==> src/rtl/alu_program_sequencer.sv <==
// ---------------------------------------------------------------------------
// alu_program_sequencer
//
// Instruction-side driver for the 12-bit accumulator ALU. Holds a loadable
// program, issues one instruction per clock, captures ALU results into an
// output FIFO and stops when the ALU halts or the last program entry has
// been issued. The only stall mechanism is re-presenting the current
// OUT/HALT instruction, which has no side effects inside the ALU.
//
// Optional feature macro: SEQ_CYCLE_COUNT_EN
//   defined   -> o_cycle_count counts RUN cycles (stalls included), cleared on
//                RUN entry, held outside RUN, saturating at 2^32-1
//   undefined -> o_cycle_count is tied to zero
//
// Ports
//   i_clk, i_rst          clock, synchronous active-high reset
//   i_prog_we/addr/data   program memory write port (ignored while running)
//   i_start               begin execution at address 0 (ignored while running)
//   o_busy, o_done        sequencer in RUN / in DONE
//   o_overrun             last entry executed without a HALT
//   o_alu_instruction     registered instruction presented to the ALU
//   i_alu_out_data/valid  ALU result for the current instruction
//   i_alu_halt            ALU halt for the current instruction
//   o_res_data/valid      result FIFO head / FIFO non-empty
//   i_res_ready           pop FIFO head when o_res_valid is high
//   o_res_count           result FIFO occupancy
//   o_cycle_count         RUN cycle counter (see macro above)
// ---------------------------------------------------------------------------
module alu_program_sequencer #(
  parameter int DATA_WIDTH  = 12,
  parameter int INSTR_WIDTH = 12,
  parameter int PROG_DEPTH  = 64,
  parameter int OUT_DEPTH   = 8
) (
  input  logic                           i_clk,
  input  logic                           i_rst,
  input  logic                           i_prog_we,
  input  logic [$clog2(PROG_DEPTH)-1:0]  i_prog_addr,
  input  logic [INSTR_WIDTH-1:0]         i_prog_data,
  input  logic                           i_start,
  output logic                           o_busy,
  output logic                           o_done,
  output logic                           o_overrun,
  output logic [INSTR_WIDTH-1:0]         o_alu_instruction,
  input  logic [DATA_WIDTH-1:0]          i_alu_out_data,
  input  logic                           i_alu_out_valid,
  input  logic                           i_alu_halt,
  output logic [DATA_WIDTH-1:0]          o_res_data,
  output logic                           o_res_valid,
  input  logic                           i_res_ready,
  output logic [$clog2(OUT_DEPTH):0]     o_res_count,
  output logic [31:0]                    o_cycle_count
);

  localparam int PA = $clog2(PROG_DEPTH);
  localparam int OA = $clog2(OUT_DEPTH);
  localparam int CW = OA + 1;
  // OUT R0: harmless filler presented to the ALU whenever nothing runs
  localparam logic [INSTR_WIDTH-1:0] IDLE_INSTR = INSTR_WIDTH'(12'hC00);

  typedef enum logic [1:0] {
    ST_IDLE,
    ST_RUN,
    ST_DONE
  } state_t;

  state_t                  r_state;
  state_t                  w_state_nxt;
  logic [PA-1:0]           r_ia;
  logic [PA-1:0]           w_ia_nxt;
  logic [PA-1:0]           w_ia_plus;
  logic [INSTR_WIDTH-1:0]  r_instr;
  logic [INSTR_WIDTH-1:0]  w_instr_nxt;
  logic                    r_overrun;
  logic                    w_overrun_nxt;

  logic [INSTR_WIDTH-1:0]  r_mem [PROG_DEPTH];
  logic                    w_prog_wr;
  logic [INSTR_WIDTH-1:0]  w_mem0;

  logic [DATA_WIDTH-1:0]   r_fifo [OUT_DEPTH];
  logic [OA-1:0]           r_wptr;
  logic [OA-1:0]           r_rptr;
  logic [CW-1:0]           r_count;
  logic                    w_push;
  logic                    w_pop;
  logic                    w_stall;

  assign w_prog_wr = i_prog_we && (r_state != ST_RUN);
  assign w_ia_plus = r_ia + PA'(1);

  // A write to address 0 in the same cycle as start must be what RUN sees
  // first, so bypass the memory for that one case.
  assign w_mem0 = (w_prog_wr && (i_prog_addr == '0)) ? i_prog_data : r_mem[0];

  assign w_pop = i_res_ready && (r_count != '0);

  // Program memory: plain register file, deliberately untouched by reset so a
  // loaded program survives an abort.
  always_ff @(posedge i_clk) begin
    if (w_prog_wr) begin
      r_mem[i_prog_addr] <= i_prog_data;
    end
  end

  // Next-state logic. A full FIFO with a pending result freezes the issue
  // pointer; a pop in that same cycle does not rescue the push because the
  // decision is made against the registered occupancy.
  always_comb begin
    w_state_nxt   = r_state;
    w_instr_nxt   = r_instr;
    w_ia_nxt      = r_ia;
    w_overrun_nxt = r_overrun;
    w_push        = 1'b0;
    w_stall       = 1'b0;
    case (r_state)
      ST_IDLE, ST_DONE: begin
        w_instr_nxt = IDLE_INSTR;
        if (i_start) begin
          w_state_nxt   = ST_RUN;
          w_instr_nxt   = w_mem0;
          w_ia_nxt      = '0;
          w_overrun_nxt = 1'b0;
        end
      end
      ST_RUN: begin
        if (i_alu_out_valid && (r_count == CW'(OUT_DEPTH))) begin
          w_stall = 1'b1;
        end else begin
          w_push = i_alu_out_valid;
          if (i_alu_halt) begin
            w_state_nxt = ST_DONE;
            w_instr_nxt = IDLE_INSTR;
          end else if (r_ia == PA'(PROG_DEPTH - 1)) begin
            w_state_nxt   = ST_DONE;
            w_overrun_nxt = 1'b1;
            w_instr_nxt   = IDLE_INSTR;
          end else begin
            w_instr_nxt = r_mem[w_ia_plus];
            w_ia_nxt    = w_ia_plus;
          end
        end
      end
      default: begin
        w_state_nxt = ST_IDLE;
        w_instr_nxt = IDLE_INSTR;
      end
    endcase
  end

  // Sequencer state register; reset aborts a run immediately.
  always_ff @(posedge i_clk) begin
    if (i_rst) begin
      r_state   <= ST_IDLE;
      r_ia      <= '0;
      r_instr   <= IDLE_INSTR;
      r_overrun <= 1'b0;
    end else begin
      r_state   <= w_state_nxt;
      r_ia      <= w_ia_nxt;
      r_instr   <= w_instr_nxt;
      r_overrun <= w_overrun_nxt;
    end
  end

  // Result FIFO storage; contents are meaningless while the count is zero,
  // so only the pointers need reset.
  always_ff @(posedge i_clk) begin
    if (w_push) begin
      r_fifo[r_wptr] <= i_alu_out_data;
    end
  end

  // Result FIFO pointers and occupancy. Pointers wrap naturally because the
  // depth is a power of two.
  always_ff @(posedge i_clk) begin
    if (i_rst) begin
      r_wptr  <= '0;
      r_rptr  <= '0;
      r_count <= '0;
    end else begin
      if (w_push) begin
        r_wptr <= r_wptr + OA'(1);
      end
      if (w_pop) begin
        r_rptr <= r_rptr + OA'(1);
      end
      case ({w_push, w_pop})
        2'b10:   r_count <= r_count + CW'(1);
        2'b01:   r_count <= r_count - CW'(1);
        default: r_count <= r_count;
      endcase
    end
  end

`ifdef SEQ_CYCLE_COUNT_EN
  logic [31:0] r_cycle_count;

  // RUN-cycle counter: restarts on each run entry, counts stalled cycles
  // too, and sticks at all-ones rather than wrapping.
  always_ff @(posedge i_clk) begin
    if (i_rst) begin
      r_cycle_count <= '0;
    end else if ((r_state != ST_RUN) && i_start) begin
      r_cycle_count <= '0;
    end else if ((r_state == ST_RUN) && (r_cycle_count != '1)) begin
      r_cycle_count <= r_cycle_count + 32'd1;
    end
  end

  assign o_cycle_count = r_cycle_count;
`else
  assign o_cycle_count = '0;
`endif

  assign o_busy            = (r_state == ST_RUN);
  assign o_done            = (r_state == ST_DONE);
  assign o_overrun         = r_overrun;
  assign o_alu_instruction = r_instr;
  assign o_res_data        = r_fifo[r_rptr];
  assign o_res_valid       = (r_count != '0);
  assign o_res_count       = r_count;

endmodule

==> config.mk <==
export PLATFORM = sky130hd
export DESIGN_NAME = alu_program_sequencer
export DESIGN_NICKNAME = d
export VERILOG_FILES = /design/src/rtl/alu_program_sequencer.sv
export SDC_FILE = /design/constraint.sdc
export NUM_CORES = 1
export LEC_CHECK = 0
export CAP_MARGIN = 20
export CORE_MARGIN = 2
export CORE_UTILIZATION = 40
export DETAILED_ROUTE_END_ITERATION = 6
export HOLD_SLACK_MARGIN = 0.02
export PLACE_DENSITY = 0.57
export SYNTH_ARGS = -nofsm -noshare
export SYNTH_HDL_FRONTEND = slang
export SYNTH_SLANG_ARGS = --single-unit
==> constraint.sdc <==
create_clock -name i_clk -period 3.8 [get_ports i_clk]
set_input_delay 0.38 -clock i_clk [delete_from_list [all_inputs] [get_ports i_clk]]
set_output_delay 0.38 -clock i_clk [all_outputs]
set_load 0.01 [all_outputs]
==> flow_summary.toml, run 1 <==
[detailed_routing]
avgViaCountPerCell = 5.54
wirelength_um = 87000
drc_errors = 0
first_pass_iters = 5
initialDrtViolationCount = 1758
wire_per_inst_um = 27.4
vias = 17605
ant_nets = 0

[global_route]
grt_util_met2 = 0.304
track_usage = 0.193
grtUsageMet1 = 0.267
globalRoute.busiestLayer = "met2"
grt_pass1_wl_um = 126000
grt_max_degree = 92
grt_util_met3 = 0.0491
antenna_found_initial = 0
grt_overflow = 0
grt_pass1_vias = 18030

[synth]
synthTopCellsByArea = "edfxtp_1, mux4_2, dfxtp_1, mux2i_1, buf_4"
ys_seq_area_frac = 0.751
yosysTopAreaCellShare = 0.732
synth_area_leader_cell = "edfxtp_1"
async_flop_share = 0
yosys_warnings = 0
syn_area_um2 = 35400
synthFlopType = "edfxtp_1"
synthDistinctLibCells = 61
synth_seq_cells = 898
syn_area_per_cell_um2 = 20.3
synthCells = 1746
synth_edf_count = 864

[sta]
finalCriticalPeriod_ns = 3.12
fmax_mhz = 321
final_hold_viol_count = 0
worst_pin_slew_ns = 1.09
fin_worst_skew_ns = 0.0355
setup_tns_ns = 0
setup_viol_count_final = 0
max_slew_margin = 0.270
fin_hold_ws_ns = 0.162
slew_violations = 0
rsz0062_at_grt = "no"
fin_crit_sh = 0.820

[final_layout]
instances_no_fill = 3178
n_fill_cell = 7454
drive_gt1_frac = 0.260
nNetsFinal = 1977
area_growth_pct = 15.4
mostFrequentLayoutCell = "edfxtp_1"
layout_common_cells = "edfxtp_1, mux4_2, buf_4"

[power]
max-vdd-ir-drop_uv = 510
power_density_nw_per_um2 = 521
p_leak_nw = 12.7

[clocking]
cts_max_path_buffers = 3
postCtsHoldBufs = 0
h-tree-depth = 3
postCtsResizedCells = 0
cts_setup_buffers = 0
root_buffer = "clkbuf_16"
cts-buffers-inserted = 92
clock_latency_ns = 0.65
clkTransAtPathRegs_ns = 0.06
cts_tree = "done"
clock-sinks = 898

[hold_path]
hp-class = "primary input to register"
hold-path-cell-count = 1

[floorplan]
die_w_um = 302
die_h_um = 302
floorplan.die_area_um2 = 91000
core_region_area_um2 = 88100
io_pins = 101
start_util = 0.402
rows = 109

[critical_path]
crit_path_start_kind = "register"
endpoint_kind = "output port"
critPathMaxFanout = 24
rrSetupSlack_ns = 0.79
path_class = "register to output port"
crit_arrival_ns = 2.74
r2r_cells = 7
crit_required_ns = 3.42

[placement]
numPlacedInstances = 3004
portBuffers = 68
dpl.hpwl_um = 53300
place.gp.congestion = 0.853

[outcome]
status = "finished clean"

[flow_run]
maxCapViolCount = 0
[synth_stat cells, types with 8 or more instances]
library cell / instances
nand2_1: 101
mux4_2: 215
nand3b_1: 8
o21ai_0: 17
buf_4: 53
mux2_2: 19
nor3_1: 10
nor2_1: 88
buf_2: 37
dfxtp_1: 34
mux2i_1: 51
a222oi_1: 8
nor4_1: 8
a21oi_1: 32
a32oi_1: 8
clkbuf_1: 26
nand3_1: 24
edfxtp_1: 864
mux2_1: 8
a22oi_1: 10
a31oi_1: 26
[area by class of cell]
type,count,area [um^2],share of cell area
Timing Repair Buffer,192,1650,0.0404
Tap cell,1165,1460,0.0356
Clock inverter,57,563,0.0138
Clock buffer,114,2440,0.0596
Multi-Input combinational cell,746,8160,0.199
Inverter,4,17.5,0.000428
Antenna cell,2,5.00,0.000122
Sequential cell,898,26600,0.651
[where the power goes]
group          switching (mW)  internal, mW  total, mW  leakage, nW
clock network            3.75          5.18       8.93         1.47
registers              0.0519          10.9       11.0         8.05
logic                   0.771         0.632       1.40         3.18
total                    4.57          16.7       21.3         12.7
[routing by layer]
layer,wire (um),up-vias,share of wire
met5,0,-,0
met4,2400,0,0.028
met3,7180,134,0.083
met2,40900,701,0.47
met1,36500,9274,0.42
li1,-,7496,-
[critical path, stage by stage, from the launching register on]
cell and delay (ns):
dfxtp_1 0.31, buf_4 0.42, mux4_2 0.57, mux2_2 0.30
clkdlybuf4s50_1 0.48
[state kept, by name, summed over array words and instances (netlist names), named ones only]
signal	cells
o_overrun	1
o_res_count	4
r_wptr	3
r_mem	768
r_fifo	96
r_rptr	3
r_state	2
r_ia	6
o_alu_instruction	12
[per-stage QoR]
stage / power (mW) / instance area (um^2) / util / worst slack (ns)
after floorplan: 12.0 / 35600 / - / 1.05
after global placement: 12.6 / 37900 / 0.430 / 0.747
after detailed placement: 12.6 / 37900 / 0.430 / 0.768
after CTS: 21.5 / 40900 / 0.464 / 0.552
after global routing: 22.0 / 40900 / 0.464 / 0.485
final: 21.3 / 40900 / 0.464 / 0.685
[logic make-up (layout without fill, tap and decap cells)]
kind of cell    after synthesis  after routing  synth area share
buf+inv                     133            367            0.0236
xor+xnor                     13             13           0.00374
other cells                   1             34          0.000106
mux                         295            295             0.161
flops                       898            898             0.751
simple gates                282            282            0.0370
compound gates              118            118            0.0216
fa+ha+maj                     6              6           0.00212
[worst paths after layout]
check                                    start                   end
worst max-delay path                  register         o_res_data[7]
worst min-delay path            i_prog_data[2]          r_mem[39][2]
worst max register to register         r_ia[0]  o_alu_instruction[3]
worst min register to register       r_rptr[1]             r_rptr[1]
Note: power is estimated with default switching activity, not from simulation.
==> run 2, diff against run 1 <==
==> constraint.sdc (replaced) <==
create_clock -name i_clk -period 3.1 [get_ports i_clk]
set_input_delay 0.31 -clock i_clk [delete_from_list [all_inputs] [get_ports i_clk]]
set_output_delay 0.31 -clock i_clk [all_outputs]
set_load 0.01 [all_outputs]
==> run 2 against run 1 <==
The run now ends with DRC left. Routed wire length is 1.9% lower. Clock power is 30% higher. Die area stayed put. Critical path type is now register to register. Critical endpoint is now o_alu_instruction[1].
==> flow_summary.toml, run 2 (synthesis gave the netlist of run 1 again) <==
[detailed_routing]
avgViaCountPerCell = 5.53
vias = 17695
wirelength_um = 85300
ant_nets = 0
wire_per_inst_um = 26.7
initialDrtViolationCount = 1823
drc_errors = 20
first_pass_iters = 7

[final_layout]
regMostFlops = "r_mem"
multiInputGateArea_um2 = 8160
seqCellArea_um2 = 26600
fin_area_um2 = 41300
mostFrequentLayoutCell = "edfxtp_1"
largest_reg_flops = 768
n_fill_cell = 7384
nNetsFinal = 1997
layout_common_cells = "edfxtp_1, mux4_2, buf_4"
drive_gt1_frac = 0.274
instances_no_fill = 3199
final_util = 0.469
area_growth_pct = 16.6

[critical_path]
rrSetupSlack_ns = 0.08
endpoint_kind = "register"
crit_arrival_ns = 3.57
cpLargestDelayFamily = "multiplexers"
cp_slowest_cell = "mux4_2"
crit_path_start_kind = "register"
critPathMaxFanout = 31
cp-startpoint = "r_ia[0]"
r2r_cells = 7
timing.rr.start = "r_ia[0]"
path_class = "register to register"
cp_cell_sequence = "buf_12, buf_4, mux4_2, mux2i_1, a32oi_1, a31oi_1, a21oi_1"
crit_required_ns = 3.65
path_buf_inv = 2
reg2reg_to = "o_alu_instruction[1]"
worstSetupPathDepth = 7
max_stage_delay_ns = 0.54

[placement]
place.gp.congestion = 0.869
dpl.hpwl_um = 53500
numPlacedInstances = 3021
pre_cts_ws_ns = -0.00319
placed_area_um2 = 38100
portBuffers = 68

[clocking]
clock_latency_ns = 0.67
cts_tree = "done"
cts-buffers-inserted = 95
clock-sinks = 898
cts_setup_buffers = 0
h-tree-depth = 3
root_buffer = "clkbuf_16"
cts_max_path_buffers = 3
clkTransAtPathRegs_ns = 0.07

[global_route]
grt_pass1_wl_um = 125000
track_usage = 0.190
antenna_found_initial = 0
grt_max_degree = 61
grt_overflow = 0
grt_pass1_vias = 18009

[sta]
worst_pin_slew_ns = 1.03
setup_viol_count_final = 0
final_hold_viol_count = 0
setup_slack_ns = 0.0794
rsz0062_at_grt = "no"
fmax_mhz = 331
slew_violations = 0
fin_crit_sh = 0.974
max_slew_margin = 0.311
fin_worst_skew_ns = 0.0398
finalCriticalPeriod_ns = 3.02

[hold_path]
hold-path-cell-count = 1
hold_start = "i_prog_data[6]"
hp-class = "primary input to register"
worstHoldEndpoint = "r_mem[3][6]"

[floorplan]
core_region_area_um2 = 88100
floorplan.die_area_um2 = 91000
rows = 109
start_util = 0.402
io_pins = 101
die_h_um = 302
die_w_um = 302

[power]
power_density_nw_per_um2 = 647
p_total_mw = 26.7
p_leak_nw = 12.9
max-vdd-ir-drop_uv = 697

[flow_run]
maxCapViolCount = 0

[outcome]
violations = "DRC"
status = "complete, but fails checks"
run 2: through the flow:
step	setup TNS (ns)	hold WS, ns
floorplan	0	0.409
global placement	0	0.471
detailed placement	-0.00319	0.486
CTS	0	0.0398
global route	0	0.0517
finish	0	0.0571
run 2: worst register-to-register path: stages (launching register included):
cell	delay (ns)
dfxtp_4	0.41
buf_12	0.26
buf_4	0.41
mux4_2	0.55
mux2i_1	0.42
a32oi_1	0.23
a31oi_1	0.50
a21oi_1	0.14
run 2: metal layers:
layer	GRT usage	up-vias	wire length (um)
met3	0.0327	149	5320
li1	-	7541	-
met4	0.0543	0	2430
met1	0.269	9329	36900
met5	0	-	0
met2	0.302	676	40600
run 2: how the worst max path moves through the flow:
stage                             to
2_1_floorplan           r_fifo[0][0]
3_3_place_gp   o_alu_instruction[10]
3_5_place_dp    o_alu_instruction[5]
4_1_cts                o_res_data[4]
5_1_grt         o_alu_instruction[1]
6_report        o_alu_instruction[1]
run 2: what timing repair did:
action	in CTS	in global routing
resized for setup	1	2
hold buffers	1	0
hold endpoints to repair	4	0
endpoints found under the setup margin	11	3
run 2: final cells by class:
cell class / count / share of cell area
clock buffer: 118 / 0.0613
clock inverter: 58 / 0.0167
multi-input combinational: 746 / 0.197
sequential: 898 / 0.644
inverter: 4 / 0.000424
tap: 1165 / 0.0353
timing repair buffer: 209 / 0.0445
antenna: 1 / 0.0000605
run 2: power by group:
group          internal, mW  switching, mW
clock                  6.85           4.71
combinational         0.790          0.945
sequential             13.4         0.0670
total                  21.0           5.72
